## src/rtl/axil_reg_if_rd_q.sv

```systemverilog
// AXI-Lite read channel to register-interface bridge with a queued response FIFO,
// address-window decode and a wait-extendable timeout. Macro: AXIL_REG_RD_TIMEOUT_ERR_EN.
module axil_reg_if_rd_q #(
   parameter int DATA_WIDTH     = 32,
   parameter int ADDR_WIDTH     = 32,
   parameter int REG_ADDR_WIDTH = 16,
   parameter int TIMEOUT        = 4,
   parameter int RESP_DEPTH     = 4
) (
   input  logic                  clk,
   input  logic                  rst,
   input  logic [ADDR_WIDTH-1:0] s_axil_araddr,
   input  logic [2:0]            s_axil_arprot,
   input  logic                  s_axil_arvalid,
   output logic                  s_axil_arready,
   output logic [DATA_WIDTH-1:0] s_axil_rdata,
   output logic [1:0]            s_axil_rresp,
   output logic                  s_axil_rvalid,
   input  logic                  s_axil_rready,
   output logic [ADDR_WIDTH-1:0] reg_rd_addr,
   output logic                  reg_rd_en,
   input  logic [DATA_WIDTH-1:0] reg_rd_data,
   input  logic                  reg_rd_wait,
   input  logic                  reg_rd_ack
);

   localparam int TMR_W = $clog2(TIMEOUT + 1);
   localparam int PTR_W = $clog2(RESP_DEPTH);
   localparam int CNT_W = $clog2(RESP_DEPTH + 1);

   localparam logic [1:0] RESP_OKAY   = 2'b00;
   localparam logic [1:0] RESP_SLVERR = 2'b10;
   localparam logic [1:0] RESP_DECERR = 2'b11;

   typedef enum logic [1:0] {
      ST_IDLE   = 2'd0,
      ST_ACCESS = 2'd1,
      ST_DECERR = 2'd2
   } state_t;

   state_t                state_q, state_d;
   logic [ADDR_WIDTH-1:0] addr_q, addr_d;
   logic [TMR_W-1:0]      tmr_q, tmr_d;
   logic [PTR_W-1:0]      wr_ptr_q, wr_ptr_d;
   logic [PTR_W-1:0]      rd_ptr_q, rd_ptr_d;
   logic [CNT_W-1:0]      count_q, count_d;
   logic [DATA_WIDTH-1:0] data_mem_q [RESP_DEPTH];
   logic [DATA_WIDTH-1:0] data_mem_d [RESP_DEPTH];
   logic [1:0]            resp_mem_q [RESP_DEPTH];
   logic [1:0]            resp_mem_d [RESP_DEPTH];

   logic                  ar_hs;
   logic                  out_of_range;
   logic                  push;
   logic                  pop;
   logic [DATA_WIDTH-1:0] push_data;
   logic [1:0]            push_resp;
   logic                  unused_arprot;

   assign unused_arprot = ^s_axil_arprot;

   // AR is only taken when a FIFO slot is free, so the single in-flight access always has room.
   assign s_axil_arready = (state_q == ST_IDLE) && (count_q < CNT_W'(RESP_DEPTH));
   assign ar_hs          = s_axil_arvalid && s_axil_arready;
   assign out_of_range   = (s_axil_araddr >> REG_ADDR_WIDTH) != '0;

   assign reg_rd_en      = (state_q == ST_ACCESS);
   assign reg_rd_addr    = addr_q;

   assign s_axil_rvalid  = (count_q != '0);
   assign s_axil_rdata   = s_axil_rvalid ? data_mem_q[rd_ptr_q] : '0;
   assign s_axil_rresp   = s_axil_rvalid ? resp_mem_q[rd_ptr_q] : '0;
   assign pop            = s_axil_rvalid && s_axil_rready;

   // Access FSM: next state, address capture, timeout counter and response push.
   always_comb begin
      state_d   = state_q;
      addr_d    = addr_q;
      tmr_d     = tmr_q;
      push      = 1'b0;
      push_data = '0;
      push_resp = RESP_OKAY;
      case (state_q)
         ST_IDLE: begin
            if (ar_hs) begin
               addr_d  = s_axil_araddr;
               tmr_d   = TMR_W'(TIMEOUT - 1);
               state_d = out_of_range ? ST_DECERR : ST_ACCESS;
            end
         end
         ST_ACCESS: begin
            if (reg_rd_ack) begin
               push      = 1'b1;
               push_data = reg_rd_data;
               push_resp = RESP_OKAY;
               state_d   = ST_IDLE;
            end else if ((tmr_q == '0) && !reg_rd_wait) begin
               push = 1'b1;
`ifdef AXIL_REG_RD_TIMEOUT_ERR_EN
               push_data = '0;
               push_resp = RESP_SLVERR;
`else
               push_data = reg_rd_data;
               push_resp = RESP_OKAY;
`endif
               state_d = ST_IDLE;
            end else if (!reg_rd_wait) begin
               tmr_d = tmr_q - TMR_W'(1);
            end
         end
         ST_DECERR: begin
            push      = 1'b1;
            push_data = '0;
            push_resp = RESP_DECERR;
            state_d   = ST_IDLE;
         end
         default: begin
            state_d = ST_IDLE;
         end
      endcase
   end

   // Response FIFO bookkeeping; pointers wrap naturally since the depth is a power of two.
   always_comb begin
      wr_ptr_d   = wr_ptr_q;
      rd_ptr_d   = rd_ptr_q;
      count_d    = count_q;
      data_mem_d = data_mem_q;
      resp_mem_d = resp_mem_q;
      if (push) begin
         data_mem_d[wr_ptr_q] = push_data;
         resp_mem_d[wr_ptr_q] = push_resp;
         wr_ptr_d             = wr_ptr_q + PTR_W'(1);
      end
      if (pop) begin
         rd_ptr_d = rd_ptr_q + PTR_W'(1);
      end
      case ({push, pop})
         2'b10:   count_d = count_q + CNT_W'(1);
         2'b01:   count_d = count_q - CNT_W'(1);
         default: count_d = count_q;
      endcase
   end

   always_ff @(posedge clk) begin
      if (rst) begin
         state_q  <= ST_IDLE;
         addr_q   <= '0;
         tmr_q    <= '0;
         wr_ptr_q <= '0;
         rd_ptr_q <= '0;
         count_q  <= '0;
      end else begin
         state_q  <= state_d;
         addr_q   <= addr_d;
         tmr_q    <= tmr_d;
         wr_ptr_q <= wr_ptr_d;
         rd_ptr_q <= rd_ptr_d;
         count_q  <= count_d;
      end
   end

   // Storage needs no reset: entries are only visible once count_q covers them.
   always_ff @(posedge clk) begin
      data_mem_q <= data_mem_d;
      resp_mem_q <= resp_mem_d;
   end

endmodule

```

## config.mk

```make
export PLATFORM = sky130hd
export DESIGN_NAME = axil_reg_if_rd_q
export DESIGN_NICKNAME = d
export VERILOG_FILES = /design/src/rtl/axil_reg_if_rd_q.sv
export SDC_FILE = /design/constraint.sdc
export NUM_CORES = 1
export LEC_CHECK = 0
export CORE_ASPECT_RATIO = 2
export CORE_MARGIN = 2
export CORE_UTILIZATION = 51
export DETAILED_ROUTE_END_ITERATION = 12
export PLACE_DENSITY = 0.79
export REMOVE_ABC_BUFFERS = 1
export SYNTH_ARGS = -nofsm -noshare
export SYNTH_HDL_FRONTEND = slang
export SYNTH_SLANG_ARGS = --single-unit
```

## constraint.sdc

```tcl
create_clock -name clk -period 3.5 [get_ports clk]
set_input_delay 0.875 -clock clk [delete_from_list [all_inputs] [get_ports clk]]
set_output_delay 0.875 -clock clk [all_outputs]
set_load 0.02 [all_outputs]
```

### After elaboration in Yosys (flattened, before gate mapping)

Index checks and enable logic that the tools add are counted.

* magnitude comparators: 4
* multiply operators: 0
* $add $sub $neg: 5
* eq/ne operators: 9
* shifts and indexed selects: 0
* reduce and logical (&&, ||, !) cells: 15
* muxes and demuxes: 32
* bitwise gates (word level): 2
* divide/modulo/power cells: 0

Operators by type and width (count)
* $mux W32: 7
* $bwmux W128: 1
* $bmux W32 S2: 1
* $demux W32 S2: 1
* $reduce_bool A32 Y1: 1
* $mux W2: 9
* $mux W3: 4
* $pmux W3 S2: 2
* $bwmux W8: 1
* $ne A2 B2 Y1 const B: 4
* $ge A3 B3 Y1 const B: 2
* $not A2 Y3: 2
* $sub A3 B1 Y3 const B: 2
* $logic_and A1 B1 Y1: 5
* $reduce_and A5 Y1: 1
* $add A2 B1 Y2 const B: 2
* $bmux W2 S2: 1
* $demux W2 S2: 1
* $eq A2 B1 Y1 const B: 2
* $eq A2 B2 Y1 const B: 2
* $pmux W2 S2: 1
* $reduce_and A2 Y1: 2
* $reduce_bool A2 Y1: 2
* $add A3 B1 Y3 const B: 1
* 9 further kinds: 10

* word-level logic and storage cells: 81
* register bits after elaboration: 180
* latch bits: 0
* output and inout port bits: 69
* RAM bits: 0
* ROM bits: 0
* memories: 0
* bits of input ports: 73

### Longest topological paths before layout

* word-level depth: 7
* depth in mapped cells: 12
* gate-level depth less buffers: 12

### Least setup slack after synthesis

No wires, ideal clock.

* kind: input -> register
* start: input port reg_rd_wait
* end: register data_mem_q[0] (netlist name) (enable)
* path buffers: 0
* arrival time: 2120 ps
* library setup time: 393 ps
* stages on the path: 3
* path slack: 987 ps
* data required time: 3107 ps
* cell sequence: nor2b_2 > o31a_1 > and2_1

* word-level cells in the longest chain between the ends: 5

Ends and longest elaborated chain
* start, declared: line 23 `input logic reg_rd_wait,`
* $logic_not A1 Y1
* $logic_and A1 B1 Y1: line 97 `end else if ((tmr_q == '0) && !reg_rd_wait) begin`
* $mux W1: line 97
* $mux W1: line 92 `if (reg_rd_ack) begin`
* $pmux W1 S2: line 83 `case (state_q)`
* end signal, assigned: line 165 `data_mem_q <= data_mem_d;`
* end, declared: line 47 `logic [DATA_WIDTH-1:0] data_mem_q [RESP_DEPTH];`

Every way passes these cells.
A chain may end at the register's enable or synchronous reset.

### Final worst setup path

* start: register rd_ptr_q[0]
* end: output port s_axil_rdata[1]

* word-level cells in the longest chain between the ends: 5

Ends and longest elaborated chain
* start, declared: line 45 `logic [PTR_W-1:0] rd_ptr_q, rd_ptr_d;`
* start signal, assigned: line 158 `rd_ptr_q <= rd_ptr_d;`
* $not A2 Y3 (implied by the code): line 71 `assign s_axil_rdata = s_axil_rvalid ? data_mem_q[rd_ptr_q] : '0;`
* $bmux W32 S2: line 71
* $mux W32 (implied by the code) (2 in a row): line 71
* $mux W32: line 71
* end, declared: line 16 `output logic [DATA_WIDTH-1:0] s_axil_rdata,`

Every way passes these cells. The select of a mux whose other input is x is not followed.

==> key figures <==
Pwr
  – Leakage power: 3.07 nW
  – NetSw: 0.00103 W
  – Sw Ratio: 22.9%
  – Clock network power share: 40.7%
  – PwrDens: 485 mW/mm^2
  – Sequential Power Share: 50.1%
  – Maximum VDD drop: 0.362 mV
  – Final Power: 0.00452 W
  – Comb pwr share: 9.2%
  – Pint: 0.00349 W

Timing
  – Min Tclk post-route: 3.24 ns
  – Final Max Tran Viols: 0
  – Final setup viols: 0
  – Tcrit/Tclk final: 92.5%
  – Hold WS: 0.454 ns
  – Setup tns final: 0 ns
  – RSZ-0062 raised after global routing: no
  – Skew final: 0.0107 ns
  – Slew @ Worst Pin: 1.06 ns
  – Max transition margin: 29.2%
  – Final Hold Viols: 0
  – Maximum clock rate: 0.309 GHz

Setup path
  – WP data arrival: 2.36 ns
  – Critical path type: flip-flop to output pin
  – Critical Path End Type: output pin
  – Crit-path max FO: 10
  – Worst setup SP type: flip-flop
  – Crit path required time: 2.62 ns

Layout
  – Final std cells w/o fill: 818
  – Number of diodes: 0
  – Share of cells above drive strength 1: 12.9%
  – Synthesis-to-layout area growth: 30.5%
  – Final Cell Area: 0.00933 sq mm
  – Final #Nets: 700

Route
  – WL final: 14.5 mm
  – DRT iter0 DRCs: 205
  – Residual DRC: 0
  – Via/cell ratio: 5.28
  – Routed wire per std cell: 17.7 um
  – Pre-antenna DRT Iters: 4
  – Post-route ant nets: 0
  – DR vias: 4323

GRT
  – Largest net degree at the start of global routing: 37
  – First-pass GRT wire length: 22.5 mm
  – Number of antenna violations at the first check in global routing: 0
  – GRT Total Usage: 20.2%
  – Vias in the first global route: 4559
  – Grt ovf: 0

Floorplan
  – Die W: 87.7 um
  – I/O pin cnt: 142
  – Num rows: 61
  – Core Area: 0.0138 sq mm
  – Die height: 171 um
  – Die ar.: 0.0150 sq mm
  – Starting Density: 51.7%

Clock tree
  – Post-CTS Hold Buffers: 0
  – TritonCTS Buffers: 17
  – Htree depth: 4
  – Post-CTS sizing: 0
  – CTS tree: yes
  – CTS root buf: clkbuf_16
  – Skew-Pair Late Insertion Delay: 0.42 ns
  – Clock transition at path regs: 0.07 ns
  – Clock sinks: 176
  – Setup Buffers After CTS: 0
  – CTS max path bufs: 2

Place
  – Placed insts: 786
  – Placed cell area: 0.00874 sq mm
  – Port Buffers: 138
  – Dpl hpwl: 9.56 mm
  – Routability congestion estimate: 0.765

Logic synthesis
  – Library cells used by synthesis: 39
  – FFs w/ async S/R, synth: 0%
  – Leading register cell type out of synthesis: edfxtp_1
  – Most common library cells after synthesis: 132 x edfxtp_1, 69 x and2_1, 67 x nand2_1
  – Synth area leaders: edfxtp_1 55%, dfxtp_1 12%, mux4_2 8.8%
  – Mean Syn Cell Area: 15.0 sq um
  – Post-synthesis register bit count: 176
  – Seq/Total Area, Yosys: 67.8%
  – Post-synthesis instance total: 476
  – Cell Area, Synth: 0.00715 sq mm
  – Number of synthesis warnings: 0
  – Number of synthesized flops with an enable pin: 132
  – Biggest area consumer among synthesized cells: edfxtp_1
  – Count leader, synth: edfxtp_1
  – Synth top area share: 55.5%

Run
  – Max Cap Violations: 0

Worst hold path
  – Hold Crit Class: flip-flop to flip-flop

Run status
  – Status: complete, no violations
-- sequential cells by signal, indices dropped and copies added, names as in the netlist --
signal       cells
state_q          2
resp_mem_q       4
rd_ptr_q         2
reg_rd_addr     32
data_mem_q     128
wr_ptr_q         2
tmr_q            3
count_q          3
-- per-layer routing --
metal / global-route usage [%] / routed length, um / part of all wire [%] / vias up
li1: - / - / - / 2019
met1: 21.6 / 5130 / 35 / 2141
met2: 36.3 / 8250 / 57 / 136
met3: 5.85 / 724 / 5.0 / 27
met4: 8.76 / 372 / 2.6 / 0
met5: 0 / 0 / 0 / -
-- final cells by class --
cell class	count	area, sq um
clock buffer	17	425
clock inverter	15	165
fill	959	4480
inverter	12	45.0
multi-input combinational	260	2080
sequential	176	4850
tap	189	236
timing repair buffer	149	1530
-- final timing paths --
path	from	end	slack, ns	depth (start not counted)
setup / recovery	rd_ptr_q[0]	s_axil_rdata[1]	0.26	4
hold / removal	reg_rd_addr[14]	reg_rd_addr[14]	0.45	2
setup reg to reg	tmr_q[0]	count_q[2]	0.78	12
hold reg to reg	reg_rd_addr[14]	reg_rd_addr[14]	0.45	2
-- power groups by stage --
stage                     logic (W)  clock network [W]  registers, W
after floorplan            0.000165                  0       0.00235
after global placement     0.000409                  0       0.00231
after detailed placement   0.000420                  0       0.00231
after CTS                  0.000423            0.00189       0.00227
after global routing       0.000450            0.00196       0.00227
final                      0.000416            0.00184       0.00227
-- layout by cell type, fill, tap and decap left out, types with 2 or more instances in the layout --
| cell | instances |
|---|---|
| clkbuf_16 | 17 |
| nand2_1 | 67 |
| and2_1 | 65 |
| xor2_1 | 3 |
| nor4_1 | 4 |
| mux4_2 | 28 |
| nor2_1 | 10 |
| xnor2_1 | 2 |
| o21ai_0 | 3 |
| buf_4 | 6 |
| o21a_1 | 4 |
| inv_1 | 12 |
| and2_2 | 4 |
| a21oi_1 | 36 |
| inv_8 | 4 |
| inv_6 | 5 |
| clkdlybuf4s50_1 | 138 |
| buf_12 | 5 |
| dfxtp_2 | 2 |
| edfxtp_1 | 132 |
| mux4_1 | 5 |
| ha_1 | 10 |
| dfxtp_1 | 42 |
| or3_1 | 2 |
| clkinv_4 | 3 |
-- metrics by stage --
stage | worst slack [ns] | utilization [%]
detailed placement | 0.246 | 63.3
CTS | 0.208 | 67.5
global route | 0.169 | 67.5
finish | 0.264 | 67.5
floorplan | 0.215 | -
global placement | 0.334 | 63.3
-- worst max-delay path, cell delays in order (launching register included) --
cell and delay (ns):
dfxtp_2 0.41, buf_4 0.27, mux4_1 0.56, and2_1 0.18, clkdlybuf4s50_1 0.53
-- cells by family after synthesis --
group | count (synthesis) | synth area share (%)
flops | 176 | 67.8
simple gates | 160 | 11.5
compound gates | 50 | 4.15
buf+inv | 40 | 3.13
mux | 34 | 10.8
fa+ha+maj | 11 | 2.03
xor+xnor | 5 | 0.613
Note: power is estimated with default switching activity, not from simulation.
